**src/rtl/irq_pkg.sv**
```systemverilog
// Shared definitions for the interrupt controller: source count, register map
// and FSM state encoding.
package irq_pkg;

   localparam int NUM_SRC = 6;
   localparam int ID_W    = 3;

   localparam logic [31:0] ADDR_CTRL   = 32'h0000_7f20;
   localparam logic [31:0] ADDR_PEND   = 32'h0000_7f24;
   localparam logic [31:0] ADDR_ACTIVE = 32'h0000_7f28;

   typedef enum logic [1:0] {
      IDLE    = 2'd0,
      REQ     = 2'd1,
      SERVICE = 2'd2
   } state_t;

   // One-hot select of a source index, used for both ack-clear and mask lookup.
   function automatic logic [NUM_SRC-1:0] src_onehot(input logic [ID_W-1:0] idx);
      logic [NUM_SRC-1:0] one;
      one = {{(NUM_SRC-1){1'b0}}, 1'b1};
      return one << idx;
   endfunction

endpackage

```
**src/rtl/irq_prio_enc.sv**
```systemverilog
// Lowest-index-wins priority encoder over the eligible interrupt sources.
module irq_prio_enc
   import irq_pkg::*;
(
   input  logic [NUM_SRC-1:0] req,
   output logic [ID_W-1:0]    id,
   output logic               any
);

   always_comb begin
      id  = '0;
      any = 1'b0;
      for (int i = NUM_SRC - 1; i >= 0; i--) begin
         if (req[i]) begin
            id  = i[ID_W-1:0];
            any = 1'b1;
         end
      end
   end

endmodule

```
**src/rtl/irq_ctrl.sv**
```systemverilog
// Six-source interrupt controller with CTRL/PEND/ACTIVE bus registers and a
// non-nesting request/service handshake. Define IRQ_CTRL_EDGE_EN for edge capture.
module irq_ctrl
   import irq_pkg::*;
(
   input  logic        clk,
   input  logic        reset,
   input  logic [31:0] Addr,
   input  logic        WE,
   input  logic [31:0] DataIn,
   output logic [31:0] DataOut,
   input  logic [5:0]  irq_in,
   output logic        int_req,
   output logic [2:0]  int_id,
   input  logic        int_ack,
   input  logic        eret
);

   state_t             state_q, state_d;
   logic               ge_q, ge_d;
   logic [NUM_SRC-1:0] mask_q, mask_d;
   logic [NUM_SRC-1:0] pend_q, pend_d;
   logic [ID_W-1:0]    id_q, id_d;
   logic               valid_q, valid_d;

   logic               wr_ctrl;
   logic               wr_pend;
   logic [NUM_SRC-1:0] irq_set;
   logic [NUM_SRC-1:0] w1c_clr;
   logic [NUM_SRC-1:0] ack_clr;
   logic [NUM_SRC-1:0] id_sel;
   logic               ctrl_kill;
   logic [ID_W-1:0]    enc_id;
   logic               enc_any;
   logic               unused_data;

   assign wr_ctrl     = WE && (Addr == ADDR_CTRL);
   assign wr_pend     = WE && (Addr == ADDR_PEND);
   assign unused_data = ^DataIn[31:7];

`ifdef IRQ_CTRL_EDGE_EN
   logic [NUM_SRC-1:0] irq_prev_q, irq_prev_d;

   always_comb begin
      irq_prev_d = irq_in;
   end

   always_ff @(posedge clk or posedge reset) begin
      if (reset) irq_prev_q <= '0;
      else       irq_prev_q <= irq_prev_d;
   end

   assign irq_set = irq_in & ~irq_prev_q;
`else
   assign irq_set = irq_in;
`endif

   irq_prio_enc u_prio_enc (
      .req (pend_q & mask_q),
      .id  (enc_id),
      .any (enc_any)
   );

   // A CTRL write that drops GE or the requesting source's mask cancels the request.
   assign id_sel    = src_onehot(id_q);
   assign ctrl_kill = wr_ctrl && (!DataIn[0] || ((DataIn[6:1] & id_sel) == '0));

   always_comb begin
      state_d = state_q;
      id_d    = id_q;
      valid_d = valid_q;
      ack_clr = '0;
      unique case (state_q)
         IDLE: begin
            if (ge_q && enc_any) begin
               id_d    = enc_id;
               state_d = REQ;
            end
         end
         REQ: begin
            if (int_ack) begin
               ack_clr = id_sel;
               valid_d = 1'b1;
               state_d = SERVICE;
            end else if (ctrl_kill) begin
               state_d = IDLE;
            end
         end
         SERVICE: begin
            if (eret) begin
               valid_d = 1'b0;
               state_d = IDLE;
            end
         end
         default: state_d = IDLE;
      endcase
   end

   // New captures are OR'd in last so they win over any same-cycle clear.
   always_comb begin
      ge_d    = ge_q;
      mask_d  = mask_q;
      w1c_clr = wr_pend ? DataIn[NUM_SRC-1:0] : '0;
      if (wr_ctrl) begin
         ge_d   = DataIn[0];
         mask_d = DataIn[6:1];
      end
      pend_d = (pend_q & ~w1c_clr & ~ack_clr) | irq_set;
   end

   always_ff @(posedge clk or posedge reset) begin
      if (reset) begin
         state_q <= IDLE;
         ge_q    <= 1'b0;
         mask_q  <= '0;
         pend_q  <= '0;
         id_q    <= '0;
         valid_q <= 1'b0;
      end else begin
         state_q <= state_d;
         ge_q    <= ge_d;
         mask_q  <= mask_d;
         pend_q  <= pend_d;
         id_q    <= id_d;
         valid_q <= valid_d;
      end
   end

   assign int_req = (state_q == REQ);
   assign int_id  = id_q;

   always_comb begin
      DataOut = '0;
      case (Addr)
         ADDR_CTRL:   DataOut = {25'b0, mask_q, ge_q};
         ADDR_PEND:   DataOut = {26'b0, pend_q};
         ADDR_ACTIVE: DataOut = {28'b0, valid_q, id_q};
         default:     DataOut = '0;
      endcase
   end

endmodule
```
**config.mk**
```make
export PLATFORM = sky130hd
export DESIGN_NAME = irq_ctrl
export DESIGN_NICKNAME = d
export VERILOG_FILES = /design/src/rtl/irq_pkg.sv /design/src/rtl/irq_prio_enc.sv /design/src/rtl/irq_ctrl.sv
export SDC_FILE = /design/constraint.sdc
export NUM_CORES = 1
export LEC_CHECK = 0
export CORE_ASPECT_RATIO = 1.2
export CORE_MARGIN = 8
export CORE_UTILIZATION = 30
export DETAILED_ROUTE_END_ITERATION = 8
export PLACE_DENSITY_LB_ADDON = 0.25
export SLEW_MARGIN = 20
export SYNTH_ARGS = -nofsm -noshare
export SYNTH_HDL_FRONTEND = slang
export SYNTH_HIERARCHICAL = 1
export SYNTH_SLANG_ARGS = --single-unit
export TNS_END_PERCENT = 50
```
**constraint.sdc**
```tcl
create_clock -name clk -period 2.4 [get_ports clk]
set_input_delay 0.36 -clock clk [delete_from_list [all_inputs] [get_ports clk]]
set_output_delay 0.36 -clock clk [all_outputs]
set_load 0.01 [all_outputs]
```
# After elaboration in Yosys (flattened, before gate mapping)
# Cells that the tools add are included.
# W data, S select, Z words.
# totals
regBits	19
in_bits	75
out_inout_bits	36
word_cells	59
# op_classes
eq_ne	9
shift	1
muxes	24
n_bitwise	7
reduce_logical	12
# op_table
cell	n
$eq A32 B15 Y1 const B	3
$and A6 B6 Y6	4
$pmux W7 S3	1
$mux W3	6
$mux W6	3
$not A6 Y6	2
$mux W1	8
$mux W2	4
$logic_not A6 Y1	1
$or A6 B6 Y6	1
$pmux W2 S3	1
$reduce_and A3 Y1	2
$shl A1 B3 Y6 const A	1
$logic_and A1 B1 Y1	4
$ne A2 B2 Y1 const B	2
$ne A3 B1 Y1 const B	1
$eq A2 B1 Y1 const B	1
$eq A2 B2 Y1 const B	1
$logic_not A2 Y1	1
$ne A2 B1 Y1 const B	1
$pmux W1 S2	1
$reduce_and A2 Y1	1
$reduce_bool A2 Y1	1
$logic_not A1 Y1	1
$logic_or A1 B1 Y1	1

# Logic depth before layout (Yosys ltp)
# Gate-level depths: netlist (run 1).
# depth
word_depth	10
mapped_depth	7

# By module
# Netlist (run 1), hierarchy kept.
# by_module_without_submodules
mod	instances	cells_each	area_per_inst_um2	seq_area_each_um2
irq_ctrl	1	154	1378.8	475.5
irq_prio_enc	1	10	57.6	0.0

# Worst setup path before layout (run 1)
# OpenSTA, ideal clock, no wires.
# synth_path
path_kind	input to output
startpoint	input port Addr[15]
endpoint	output port DataOut[6]
t_arrival_ns	2.314
required_time_ns	2.040
slack_ns	-0.274
stages	6
path_buffers	2
cell_sequence	or4b_1 or4_1 buf_2 or2_2 clkbuf_1 nor4b_1
# synth_between
elab_chain_cells	2
word_cells_on_any_way	4
classes_between	eq/ne (3); mux (1)
# synth_rtl
item	line_no	text
start, declared	irq_ctrl.sv:8	input logic [31:0] Addr,
$eq A32 B15 Y1	irq_ctrl.sv:134	case (Addr)
$pmux W7 S3 (*)	irq_ctrl.sv:134	
end, declared	irq_ctrl.sv:11	output logic [31:0] DataOut,
# Mark *: on every way between the ends. The rest lies on a longest branch, timed or not.

# Worst setup path in the final report (run 1)
# layout_path
startpoint	input port Addr[16]
endpoint	output port DataOut[4]
# The elaborated chain is that of the path after synthesis.

==> reports/qor.csv, run 1 <==
metric,value,unit
antenna_found_initial,0,
status,"finished, violations left",
rows,27,
period_needed,2460,ps
synth_edf_count,0,
switchingPower,0.171,mW
worstMarginPinSlew,741,ps
fin_area,0.00218,mm²
clock-sinks,19,
ys_seq_area_share,33.1,%
grt_max_degree,20,
syn_inst,164,
pwr-share-clk,32.7,%
p_comb_share,20.9,%
grt_pass1_vias,1536,
synth_most_common_cell,buf_4,
placed_cells,285,
cp_max_fo,6,
yosysTopAreaCellShare,33.1,%
p_leak,1.01,nW
clock_latency,260,ps
fin_cells,293,
p_seq_share,46.4,%
antenna_cells,0,
path_clk_slew,80,ps
violations,setup timing,
cts_buffer_depth,2,
yosys.area.top_type,dfrtp_1,
rsz0062_at_grt,true,
dp_hpwl,3.73,mm
slew_headroom,50.5,%
place_congestion,0.783,
cts-root-buf,clkbuf_8,
place_area,0.00209,mm²
peakVddDrop,0.135,mV
initial_core_util,31.3,%
synthTopCellsByCount,"buf_4, dfrtp_1, nor2_1",
setup_tns,-100,ps
min_period_over_period,103,%
cts_tree,built,
synth_seq_cells,19,
ys_types,37,
overflow,0,
io_buffers,60,
wl_per_cell,15.5,µm
end_kind,output pin,
async_reset_ff_share,100,%
die_area,0.00727,mm²
swShare,24.8,%
crit_path_start_kind,primary input,
syn2layout_area_growth,51.6,%
routed_wl,4.55,mm
syn_area,0.00144,mm²
cts_buffers,3,
dp_slack,-848,ps
worst_r2r_path_depth,6,
cp_data_required_time,2040,ps
die_x,79.2,µm
syn_avg_cell_area,8.76,µm²
grt_pass1_wl,7.42,mm
die_h,91.8,µm
drt_iter0_drc,81,
core_area,0.00459,mm²
htree_levels,1,
fmax,406,MHz
p_per_area,316,mW/mm²
criticalPathCategory,primary input to output pin,
first_pass_iters,4,
grt_use_total,12.7,%
setup_viol,4,
detail-route-antenna-nets,0,
layout-drive-gt1-share,20.4,%
vias,1390,
slew_violations,0,
num-nets-final,311,
skew,5.37,ps
synthTopCellsByArea,"dfrtp_1, buf_4, mux2i_1",
hold_viol,0,
ys.flop_type,dfrtp_1,
hold_path.class,primary input to asynchronous set/reset pin,
maxCapViolCount,0,
vias_per_cell,4.74,
setup_slack,-63.6,ps
cp_data_arrival_time,2100,ps
pin_count,111,
intPower,0.518,mW
drc,0,
ys_warn_count,6,
==> area by class of cell <==
class	instances	area (µm²)
Multi-Input combinational cell	131	860
Clock buffer	3	41.3
Inverter	7	26.3
Fill cell	466	2420
Tap cell	58	72.6
Clock inverter	1	5.00
Timing Repair Buffer	74	697
Sequential cell	19	475
==> state kept, by name, summed over array words and instances (netlist names) <==
signal,count
int_id,3
state_q,2
pend_q,6
ge_q,1
mask_q,6
valid_q,1
==> power by group through the flow <==
stage,combinational (mW),sequential [mW],clock (mW)
2_1_floorplan,0.0803,0.326,0
3_3_place_gp,0.145,0.326,0
3_5_place_dp,0.146,0.326,0
4_1_cts,0.145,0.320,0.230
5_1_grt,0.158,0.320,0.242
6_report,0.144,0.320,0.225
==> what timing repair did <==
action | in CTS | in global routing
hold endpoints to repair | 0 | 0
resized for setup | 44 | 15
setup endpoints to repair | 14 | 7
buffers inserted | 3 | 1
gates cloned | 0 | 0
hold buffers | 0 | 0
pin swaps | 5 | 6
==> per-layer routing <==
layer	vias to the layer above	part of all wire (%)	track usage (%)
li1	672	-	-
met1	658	41	14.8
met2	56	53	22.3
met3	4	5.3	2.15
met4	0	1.1	4.64
met5	-	0	0
==> stage by stage <==
| stage | hold slack, ps | util (%) | power (mW) |
|---|---|---|---|
| floorplan | 311 | - | 0.406 |
| global placement | 510 | 45.5 | 0.472 |
| detailed placement | 509 | 45.5 | 0.472 |
| CTS | 526 | 46.2 | 0.695 |
| global route | 548 | 47.4 | 0.720 |
| finish | 520 | 47.4 | 0.689 |
==> placed cells by master (no fill, tap or decap), types with 2 or more instances in the layout <==
cell type / Yosys / layout
mux2i_1: 8 / 8
buf_2: 1 / 8
and2_1: 6 / 6
nor2b_1: 4 / 4
clkdlybuf4s50_1: 0 / 39
nor3_1: 8 / 6
a211oi_1: 2 / 2
mux2_1: 2 / 2
nor4b_4: 1 / 2
clkbuf_8: 0 / 3
o21bai_1: 4 / 4
buf_6: 0 / 3
nor4_1: 4 / 4
o21ai_0: 8 / 8
nor3_2: 0 / 2
conb_1: 1 / 25
or3_1: 2 / 2
nand4b_1: 2 / 2
a31o_2: 2 / 2
nor2_1: 12 / 8
inv_1: 7 / 7
nand2_1: 7 / 7
buf_4: 25 / 13
a21oi_1: 6 / 6
dfrtp_1: 19 / 19
dlymetal6s2s_1: 0 / 10
mux2_2: 7 / 7
nand3_1: 8 / 8
nor2_2: 0 / 3
==> final timing paths <==
kind / from / slack (ps) / endpoint
setup / recovery: Addr[16] / -60 / DataOut[4]
hold / removal: reset / 520 / state_q[1]
setup reg to reg: mask_q[1] / 650 / int_id[2]
hold reg to reg: mask_q[0] / 520 / mask_q[0]
max in group asynchronous: reset / 1400 / pend_q[2]
min in group clk: mask_q[0] / 520 / mask_q[0]
==> critical path: stages <==
cell and delay, ps:
buf_6 90, or4b_1 510, or4_4 430, or2_4 290, buf_6 130, nor3_2 150
buf_2 150
==> cells by family after synthesis <==
logic type	after synthesis	synth area share, %
other cells	1	0.261
flops	19	33.1
compound gates	26	11.6
simple gates	63	25.9
mux	17	12.6
buf+inv	38	16.6
Note: power is estimated with default switching activity, not from simulation.
==> run 2, diff against run 1 <==
CORE_UTILIZATION = 31   (was 30)
CTS_CLUSTER_SIZE = 40   (was default)
SLEW_MARGIN = default   (was 20)
SYNTH_HIERARCHICAL = default   (was 1)
==> reports/qor.csv, run 2 <==
metric,value,unit,change
worstMarginPinSlew,724,ps,-17.4 ps
async_reset_ff_share,100,%,unchanged
vias,1372,,-1.3%
path_clk_slew,80,ps,about the same
synth-xor-area-share,0,%,unchanged
slew_violations,0,,unchanged
wl_per_cell,15.3,µm,-1.5%
clock-sinks,19,,unchanged
cts_buffer_depth,2,,unchanged
die_h,90.9,µm,-0.99%
p_leak,0.908,nW,-10%
grt_pass1_vias,1538,,+0.13%
p_per_area,328,mW/mm²,+3.7%
core_area,0.00456,mm²,-0.74%
end_kind,output pin,,
grt_max_degree,20,,unchanged
hold_viol,0,,unchanged
seq_area,475,µm²,unchanged
ys_types,35,,-5.4%
syn2layout_area_growth,47.1,%,
place_congestion,0.848,,+8.4%
rows,27,,unchanged
cp_max_fo,4,,-2
synth_adder_area_share,0,%,unchanged
synth_most_common_cell,buf_4,,
syn_area,0.00145,mm²,+0.87%
routed_wl,4.36,mm,-4.2%
synth_seq_cells,19,,unchanged
hold_path.class,primary input to asynchronous set/reset pin,,
syn_inst,162,,-1.2%
overflow,0,,unchanged
clock_latency,250,ps,about the same
slew_headroom,51.7,%,+1.2 points
ys_seq_area_share,32.8,%,-0.29 points
grt_pass1_wl,7.20,mm,-3.1%
synth_edf_count,0,,unchanged
status,finished clean,,
synth_compound_area_share,15.8,%,+4.2 points
cp_data_arrival_time,1920,ps,-180 ps
setup_viol,0,,-4
yosysTopAreaCellShare,32.8,%,-0.29 points
drt_iter0_drc,116,,+43%
criticalPathCategory,primary input to output pin,,
final_util,46.7,%,-0.66 points
muxShareOfSynthArea,10.3,%,-2.4 points
synthTopCellsByCount,"buf_4, dfrtp_1, nor2_1, a21oi_1, nand3_1",,
multi_input_area,880,µm²,+2.3%
yosys.area.top_type,dfrtp_1,,
fin_cells,285,,-2.7%
detail-route-antenna-nets,0,,unchanged
cts-root-buf,clkbuf_8,,
skew,6.46,ps,+1.08 ps
first_pass_iters,4,,unchanged
maxCapViolCount,0,,unchanged
num-nets-final,303,,-2.6%
period_needed,2280,ps,-182 ps
initial_core_util,31.8,%,+0.51 points
die_x,78.4,µm,-0.95%
p_total,0.699,mW,+1.5%
ys_warn_count,0,,-6
layout-drive-gt1-share,18.1,%,-2.4 points
cts_tree,built,,
antenna_cells,0,,unchanged
peakVddDrop,0.204,mV,+52%
reg2reg_from,pend_q[1],,
antenna_found_initial,0,,unchanged
synthTopCellsByArea,"dfrtp_1, buf_4, mux2_2",,
layout_commonest_cell,clkdlybuf4s50_1,,
crit_path_start_kind,primary input,,
drc,0,,unchanged
min_period_over_period,95.0,%,-7.6 points
placed_cells,281,,-1.4%
fmax,438,MHz,+8.0%
rsz0062_at_grt,false,,
grt_use_total,12.2,%,-0.45 points
final_cell_mix,"clkdlybuf4s50_1, conb_1, dfrtp_1",,
synthSimpleGateAreaFrac,24.8,%,-1.1 points
num-fill-cells,476,,+2.1%
dp_hpwl,3.61,mm,-3.2%
cp_data_required_time,2040,ps,about the same
cts_hold_buf,0,,unchanged
synth_top_family_by_area,simple AND/OR/NAND/NOR gates,,
crit_path_start,Addr[25],,
io_buffers,60,,unchanged
die_area,0.00713,mm²,-1.9%
pin_count,111,,unchanged
setup_tns,0,ps,+100 ps
cts_buffers,3,,unchanged
htree_levels,1,,unchanged
syn_avg_cell_area,8.94,µm²,+2.1%
ys.flop_type,dfrtp_1,,
vias_per_cell,4.81,,+1.5%
-- run 2: final timing paths --
| path | slack [ps] | cells past startpoint | to |
|---|---|---|---|
| min in group clk | 520 | 1 | state_q[1] |
| setup / recovery | 120 | 6 | DataOut[6] |
| hold / removal | 520 | 2 | int_id[2] |
| hold reg to reg | 520 | 1 | state_q[1] |
| setup reg to reg | 820 | 3 | state_q[0] |
| max in group asynchronous | 1420 | 2 | state_q[1] |
-- run 2: final cells by class --
class | count | area share (%)
Multi-Input combinational cell | 132 | 41.3
Timing Repair Buffer | 69 | 30.3
Sequential cell | 19 | 22.3
Tap cell | 58 | 3.41
Clock buffer | 3 | 1.94
Inverter | 3 | 0.528
Clock inverter | 1 | 0.235
-- run 2: where the power goes --
group	internal [mW]	switching, mW
registers	0.320	0.00000000131
clock network	0.115	0.111
logic	0.0910	0.0624
total	0.526	0.173
-- run 2: logic make-up (layout without fill, tap and decap cells) --
logic type	count (synthesis)	count (layout)
AOI/OAI and AO/OA	34	34
buffers and inverters	35	76
DFF	19	19
muxes	14	14
other	1	25
and+or+nand+nor	59	59
-- run 2: worst max-delay path, stage by stage --
cell and delay, ps:
clkdlybuf4s50_1 440, nor4_4 300, nand4_2 140, or2_4 280
nor4b_2 220, buf_2 170
-- run 2: timing repair --
action                     4_1_cts  5_1_grt
resized for setup               26       10
setup endpoints to repair        7        7
setup buffers                    0        0
pin swaps                        1        4
-- run 2: metrics by stage --
step	setup WS [ps]	area, µm²	hold slack, ps
floorplan	156	1540	311
global route	7.70	2130	563
finish	119	2130	518
global placement	-450	2070	511
detailed placement	-515	2070	524
CTS	-8.17	2160	531
-- run 2: metal layers --
layer	global-route usage [%]	wire, µm	part of all wire [%]
met2	21.9	2260	52
met4	4.49	68	1.6
met3	3.29	390	8.9
met5	0	0	0
met1	13.1	1640	38
==> run 3, diff against run 2 <==
CAP_MARGIN = 20   (was default)
CTS_BUF_LIST = sky130_fd_sc_hd__clkbuf_4   (was default)
HOLD_SLACK_MARGIN = 0.1   (was default)
==> reports/qor.csv, run 3 (same netlist as run 2, synthesis figures left out) <==
metric,value,unit,change
status,finished clean,,
grt_pass1_wl,7.19,mm,about the same
place_congestion,0.848,,unchanged
first_pass_iters,4,,unchanged
cp_data_arrival_time,1920,ps,about the same
criticalPathCategory,primary input to output pin,,
worstMarginPinSlew,724,ps,+0.536 ps
pwr-share-clk,26.5,%,-5.8 points
hold-worst-slack,452,ps,-65.7 ps
end_kind,output pin,,
p_seq_share,49.7,%,+3.9 points
cp_max_fo,4,,unchanged
slew_violations,0,,unchanged
initial_core_util,31.8,%,unchanged
rows,27,,unchanged
grt_pass1_vias,1527,,-0.72%
die_x,78.4,µm,unchanged
drc,0,,unchanged
p_per_area,305,mW/mm²,-7.0%
peakVddDrop,0.132,mV,-35%
placed_cells,281,,unchanged
dp_hpwl,3.61,mm,unchanged
crit_path_start,Addr[25],,
p_total,0.644,mW,-7.8%
p_comb_share,23.8,%,+1.9 points
swShare,26.5,%,+1.8 points
die_area,0.00713,mm²,unchanged
setup_slack,115,ps,-3.76 ps
core_area,0.00456,mm²,unchanged
routed_wl,4.35,mm,-0.32%
slew_headroom,51.7,%,about the same
path_clk_slew,120,ps,+40 ps
num-nets-final,303,,unchanged
clock-sinks,19,,unchanged
maxCapViolCount,0,,unchanged
cts-root-buf,clkbuf_4,,
cts_buffer_depth,2,,unchanged
grt_max_degree,20,,unchanged
setup_tns,0,ps,unchanged
cts_setup_buffers,0,,unchanged
fmax,438,MHz,-0.16%
grt_use_total,12.4,%,+0.18 points
io_buffers,60,,unchanged
antenna_cells,0,,unchanged
syn2layout_area_growth,45.8,%,
overflow,0,,unchanged
fin_cells,285,,unchanged
hold_path.class,primary input to asynchronous set/reset pin,,
period_needed,2280,ps,+3.76 ps
htree_levels,1,,unchanged
layout_commonest_cell,clkdlybuf4s50_1,,
intPower,0.473,mW,-10%
switchingPower,0.171,mW,-1.2%
skew,4.70,ps,-1.76 ps
wl_per_cell,15.3,µm,-0.32%
pin_count,111,,unchanged
layout-drive-gt1-share,18.1,%,unchanged
drt_iter0_drc,97,,-16%
p_leak,0.900,nW,-0.86%
cts_tree,built,,
hold_viol,0,,unchanged
cp_data_required_time,2040,ps,about the same
clock_latency,310,ps,+60 ps
min_period_over_period,95.2,%,+0.16 points
reg2reg_from,pend_q[1],,
vias,1357,,-1.1%
final_cell_mix,"clkdlybuf4s50_1, conb_1, dfrtp_1",,
detail-route-antenna-nets,0,,unchanged
setup_viol,0,,unchanged
vias_per_cell,4.76,,-1.1%
rsz0062_at_grt,false,,
cts_buffers,3,,unchanged
crit_path_start_kind,primary input,,
die_h,90.9,µm,unchanged
antenna_found_initial,0,,unchanged
dp_slack,-515,ps,unchanged
-- run 3: cell counts in the layout (fill, tap and decap cells not counted) --
No cell type changed its count.
-- run 3: what timing repair did --
item                                    in CTS  in global routing
endpoints found under the setup margin       7                  7
hold buffers                                 0                  0
pin swaps                                    1                  4
resized for setup                           26                 10
-- run 3: power groups by stage --
stage | combinational (mW) | sequential, mW | clock [mW]
floorplan | 0.0816 | 0.326 | 0
detailed placement | 0.147 | 0.326 | 0
global placement | 0.146 | 0.326 | 0
global route | 0.166 | 0.320 | 0.189
finish | 0.153 | 0.320 | 0.171
CTS | 0.151 | 0.320 | 0.174
-- run 3: worst paths after layout --
path,endpoint,slack (ps),cells past startpoint
setup / recovery,DataOut[6],120,6
hold / removal,int_id[2],450,2
setup reg to reg,state_q[0],810,3
hold reg to reg,state_q[1],530,1
max in group asynchronous,state_q[1],1490,2
min in group clk,state_q[1],530,1
-- run 3: area by class of cell --
cell class | instances | area [µm²]
multi-input cells | 132 | 880
flip-flops and latches | 19 | 475
inverters | 3 | 11.3
clock inverters | 1 | 5.00
well taps | 58 | 72.6
fillers | 478 | 2450
repair buffers | 69 | 646
clock buffers | 3 | 22.5
-- run 3: per-stage QoR --
| stage | cell area (µm²) | utilization, % |
|---|---|---|
| after floorplan | 1540 | - |
| after global placement | 2070 | 45.4 |
| after detailed placement | 2070 | 45.4 |
| after CTS | 2140 | 47.0 |
| after global routing | 2110 | 46.3 |
| final | 2110 | 46.3 |
-- run 3: routing by layer --
layer | up-vias | global-route usage, % | share of wire [%]
met5 | - | 0 | 0
met4 | 0 | 5.57 | 1.5
met3 | 5 | 3.29 | 7.9
met2 | 50 | 22.1 | 52
met1 | 636 | 13.1 | 38
li1 | 666 | - | -
-- run 3: critical path, stage by stage --
cell and delay, ps:
clkdlybuf4s50_1 440, nor4_4 300, nand4_2 140, or2_4 290, nor4b_2 220, buf_2 170
